`src/rtl/irq_controller.sv`:
```
// rtl/irq_controller.sv - edge-latched, masked, fixed-priority interrupt controller with config port
// Sources latch on rising edges, bit 0 wins; one request in flight until the handler signals eoi.
module irq_controller #(
    parameter int          NSRC     = 8,
    parameter logic [15:0] VEC_BASE = 16'h0008
) (
    input  logic            i_clk,
    input  logic            i_rst_n,
    input  logic [NSRC-1:0] i_irq_in,
    input  logic            i_cfg_we,
    input  logic [1:0]      i_cfg_addr,
    input  logic [15:0]     i_cfg_wdata,
    output logic [15:0]     o_cfg_rdata,
    input  logic            i_irq_ack,
    input  logic            i_eoi,
    output logic            o_irq_r,
    output logic [15:0]     o_vector,
    output logic [3:0]      o_irq_id,
    output logic            o_in_service
);

    typedef enum logic [1:0] {
        S_IDLE    = 2'd0,
        S_REQ     = 2'd1,
        S_SERVICE = 2'd2
    } state_t;

    localparam logic [1:0] ADDR_MASK    = 2'd0;
    localparam logic [1:0] ADDR_PENDING = 2'd1;
    localparam logic [1:0] ADDR_STATUS  = 2'd2;

    state_t            r_state;
    state_t            w_next_state;
    logic [NSRC-1:0]   r_mask;
    logic [NSRC-1:0]   r_pending;
    logic [NSRC-1:0]   r_irq_prev;
    logic [3:0]        r_irq_id;
    logic [15:0]       r_vector;

    logic [NSRC-1:0]   w_edges;
    logic [NSRC-1:0]   w_eligible;
    logic [NSRC-1:0]   w_w1c;
    logic [NSRC-1:0]   w_ack_clr;
    logic [NSRC-1:0]   w_pending_next;
    logic [3:0]        w_winner;
    logic [15:0]       w_vector_next;
    logic              w_ack_take;
    logic              w_latch;
    logic              w_mask_we;
    logic [15:0]       w_mask16;
    logic [15:0]       w_pend16;
    logic              w_unused_wdata;

    assign w_edges    = i_irq_in & ~r_irq_prev;
    assign w_eligible = r_pending & r_mask;
    assign w_mask_we  = i_cfg_we && (i_cfg_addr == ADDR_MASK);
    assign w_w1c      = (i_cfg_we && (i_cfg_addr == ADDR_PENDING)) ? i_cfg_wdata[NSRC-1:0] : '0;
    assign w_ack_take = (r_state == S_REQ) && i_irq_ack;
    assign w_latch    = (r_state == S_IDLE) && (|w_eligible);
    assign w_unused_wdata = &{1'b0, i_cfg_wdata};

    // Scan from the top so the lowest eligible index is the last (winning) assignment.
    always_comb begin
        w_winner = '0;
        for (int i = NSRC - 1; i >= 0; i--) begin
            if (w_eligible[i]) begin
                w_winner = 4'(i);
            end
        end
    end

    always_comb begin
        w_ack_clr = '0;
        for (int i = 0; i < NSRC; i++) begin
            w_ack_clr[i] = w_ack_take && (r_irq_id == 4'(i));
        end
    end

    // New edges are OR'ed in last so a same-cycle set wins over W1C or ack-clear.
    assign w_pending_next = (r_pending & ~w_w1c & ~w_ack_clr) | w_edges;
    assign w_vector_next  = VEC_BASE + {11'd0, w_winner, 1'b0};

    always_ff @(posedge i_clk or negedge i_rst_n) begin
        if (!i_rst_n) begin
            r_mask     <= '0;
            r_pending  <= '0;
            r_irq_prev <= '0;
        end else begin
            r_irq_prev <= i_irq_in;
            r_pending  <= w_pending_next;
            if (w_mask_we) begin
                r_mask <= i_cfg_wdata[NSRC-1:0];
            end
        end
    end

    // id and vector are captured on entry to REQ and stay frozen until the next IDLE decision.
    always_ff @(posedge i_clk or negedge i_rst_n) begin
        if (!i_rst_n) begin
            r_irq_id <= '0;
            r_vector <= VEC_BASE;
        end else if (w_latch) begin
            r_irq_id <= w_winner;
            r_vector <= w_vector_next;
        end
    end

    always_ff @(posedge i_clk or negedge i_rst_n) begin
        if (!i_rst_n) begin
            r_state <= S_IDLE;
        end else begin
            r_state <= w_next_state;
        end
    end

    always_comb begin
        w_next_state = r_state;
        case (r_state)
            S_IDLE: begin
                if (|w_eligible) begin
                    w_next_state = S_REQ;
                end
            end
            S_REQ: begin
                if (i_irq_ack) begin
                    w_next_state = S_SERVICE;
                end
            end
            S_SERVICE: begin
                if (i_eoi) begin
                    w_next_state = S_IDLE;
                end
            end
            default: w_next_state = S_IDLE;
        endcase
    end

    assign o_irq_r      = (r_state == S_REQ);
    assign o_in_service = (r_state == S_SERVICE);
    assign o_vector     = r_vector;
    assign o_irq_id     = r_irq_id;

    always_comb begin
        w_mask16 = '0;
        w_pend16 = '0;
        w_mask16[NSRC-1:0] = r_mask;
        w_pend16[NSRC-1:0] = r_pending;
        case (i_cfg_addr)
            ADDR_MASK:    o_cfg_rdata = w_mask16;
            ADDR_PENDING: o_cfg_rdata = w_pend16;
            ADDR_STATUS:  o_cfg_rdata = {8'b0, o_in_service, o_irq_r, 2'b0, r_irq_id};
            default:      o_cfg_rdata = 16'h0000;
        endcase
    end

endmodule

```
`config.mk`:
```
export PLATFORM = sky130hd
export DESIGN_NAME = irq_controller
export DESIGN_NICKNAME = d
export VERILOG_FILES = /design/src/rtl/irq_controller.sv
export SDC_FILE = /design/constraint.sdc
export NUM_CORES = 1
export LEC_CHECK = 0
export CAP_MARGIN = 20
export CORE_MARGIN = 2
export CORE_UTILIZATION = 42
export DETAILED_ROUTE_END_ITERATION = 7
export PLACE_DENSITY = 0.82
export SYNTH_ARGS = -nofsm -noshare
export SYNTH_HDL_FRONTEND = slang
export SYNTH_SLANG_ARGS = --single-unit
```
`constraint.sdc`:
```
create_clock -name i_clk -period 1.5 [get_ports i_clk]
set_input_delay 0.225 -clock i_clk [delete_from_list [all_inputs] [get_ports i_clk]]
set_output_delay 0.225 -clock i_clk [all_outputs]
set_load 0.05 [all_outputs]
```
==> metrics <==
Die ar. 4400 um^2; leading cell types by count after synthesis dfrtp_1 (29), buf_4 (24), nand2_1 (19); share of layout cells above drive strength 1 0.379; GRT Total Usage 0.194; switching part of the total 0.420; DRC 0; hold buffers post-CTS 0; post-route minimum period 1.55 ns; initial antenna violation count 0; top post-synthesis cells by area dfrtp_1 (45%), buf_4 (11%), mux2_2 (5.5%); FILL cells 297; layout overhead on the synthesized area 57.6%; largest net degree at the start of global routing 31; Design Power 4860 uW; Synth top area share 0.445; Critical Path AT 1.33 ns; RSZ-0062 raised after global routing true; GR Overflow Total 0; non-filler instance count after layout 275; initial core utilization 0.442; total CTS buffers 5; 1st-pass router iterations 4; Root Driver clkbuf_8; CP Max Fanout 2; Static Leakage 0.00115 uW; CTS tree done; DR WL/cell 14.9 um; Mapped Cells 159; Fmax achieved 645 MHz; # clock sinks 30; register area share after synthesis 0.461; distinct cell type count after synthesis 31; ANT cells 0; WP data required 1.27 ns; Worst Skew 0.00579 ns; failing checks negative setup slack; Crit Path Category flop to primary output; WHS 0.325 ns; Power Internal 2820 uW; top-count cell post-synth dfrtp_1; peak supply drop 771 uV; vias 1,374; Final Max Slew Viols 0; vias in the first global route 1,281; I/O pin count 69; fraction of registers with async set/reset 1.00; Final Hold Vio Count 0; setup tns final -0.0676 ns; Detail Route Antenna Nets 0; sequential group share of total power 0.256; Critical Path Sink Type primary output; core footprint 3690 um^2; port bufs 39; Via density 5.00; switching power total 2040 uW; Die X 66.3 um; YS warnings 0; CTS max path bufs 2; startpoint types flop; num rows 22; final wirelength 4.11 mm; clk slew on worst S/H paths 0.06 ns; fin nets 257; max_cap viols 0; Die Ht 66.3 um; dpl cells 258; fin worst setup slack -0.0514 ns; Synth Register Bits 30; first-pass GRT wire length 6.18 mm; Syn Area/Cell 10.3 um^2; Final Util 0.696; Clock Latency Late Sink 0.28 ns; Final Cycle Share 1.03; prevailing post-synth register cell dfrtp_1; H-Tree Depth 2; Final Setup Violations 3; EDFF count, synth 0; drt first-iter violations 44; Hold Path Class primary input to async pin; dpl hpwl 2.91 mm; Clock Power Share 0.134; Synth area leader dfrtp_1; pwr/cell area 1890 nW/um^2; GPL Wtd Cong 0.905; status finished, violations left; Logic pwr share 0.610; synthesized cell area 1630 um^2
[cells by family (layout without fill, tap and decap cells)]
| family | count (synthesis) | after routing | share of synthesized area |
|---|---|---|---|
| AND/OR/NAND/NOR | 36 | 36 | 0.120 |
| buffers and inverters | 38 | 86 | 0.145 |
| multiplexers | 17 | 17 | 0.114 |
| flip-flops | 30 | 30 | 0.461 |
| other | 1 | 21 | 0.00230 |
| AO/OA/AOI/OAI | 37 | 37 | 0.158 |
[layout by cell type, fill, tap and decap left out, types with 3 or more instances in the layout]
master | Yosys | final
a21oi_1 | 3 | 3
buf_12 | 0 | 18
buf_4 | 24 | 26
clkbuf_8 | 0 | 6
clkdlybuf4s50_1 | 0 | 20
conb_1 | 1 | 21
dfrtp_1 | 29 | 27
inv_1 | 10 | 10
mux2_2 | 8 | 8
mux2i_1 | 8 | 4
nand2_1 | 19 | 17
nand2b_1 | 3 | 3
nor2_1 | 5 | 3
nor2b_4 | 1 | 3
o211ai_1 | 6 | 6
o21ai_0 | 15 | 10
o21ai_4 | 0 | 4
[final timing paths]
kind | from | cells past startpoint | slack (ns) | to
max in group asynchronous | i_rst_n | 2 | 0.86 | o_vector[3]$_DFFE_PN1P_
setup / recovery | r_state[0]$_DFFE_PN0P_ | 5 | -0.05 | o_cfg_rdata[7]
hold reg to reg | r_irq_prev[4]$_DFF_PN0_ | 1 | 0.41 | r_pending[4]$_DFF_PN0_
setup reg to reg | r_mask[2]$_DFFE_PN0P_ | 4 | -0.01 | o_irq_id[0]$_DFFE_PN0P_
min in group i_clk | i_irq_in[5] | 1 | 0.41 | r_irq_prev[5]$_DFF_PN0_
hold / removal | i_rst_n | 2 | 0.33 | r_irq_prev[0]$_DFF_PN0_
[worst max-delay path: stages (launching register included)]
cell and delay (ns):
dfrtp_1 0.40, buf_6 0.13, nor2b_4 0.11, mux2i_2 0.09, o21ai_4 0.16, buf_12 0.15
[per-stage QoR]
stage               worst slack, ns  area [um^2]
floorplan                   -0.0429         1770
finish                      -0.0514         2570
global placement             -0.237         2350
global route                 -0.112         2570
CTS                         -0.0326         2490
detailed placement           -0.233         2350
[sequential cells by signal, summed over array words and instances, names as in the netlist]
signal,cells
r_irq_prev,8
r_mask,8
r_pending,8
o_irq_id,2
o_vector,2
r_state,2
[power groups by stage]
stage / combinational, uW / sequential (uW) / clock [uW]
after floorplan: 1340 / 1420 / 0
after global placement: 2530 / 1290 / 0
after detailed placement: 2570 / 1310 / 0
after CTS: 2680 / 1300 / 673
after global routing: 3100 / 1270 / 726
final: 2960 / 1240 / 653
[final cells by class]
class                      instances  area (um^2)  area share
tap                               48         60.1      0.0234
sequential                        30          754       0.294
clock buffer                       7         86.3      0.0336
multi-input combinational        111          828       0.322
clock inverter                     1         5.00     0.00195
timing repair buffer              68          797       0.310
inverter                          10         37.5      0.0146
[routing by layer]
layer / up-vias / global-route usage / part of all wire
met4: 0 / 0.0587 / 0.0088
met3: 6 / 0.0596 / 0.058
met5: - / 0 / 0
met1: 672 / 0.235 / 0.39
met2: 50 / 0.329 / 0.54
li1: 646 / - / -
[repair_timing]
action,4_1_cts,5_1_grt
gates resized for setup,11,7
setup buffers,3,6
pin swaps,1,0
endpoints found under the setup margin,9,8
Power figures use the tool's default switching activity.
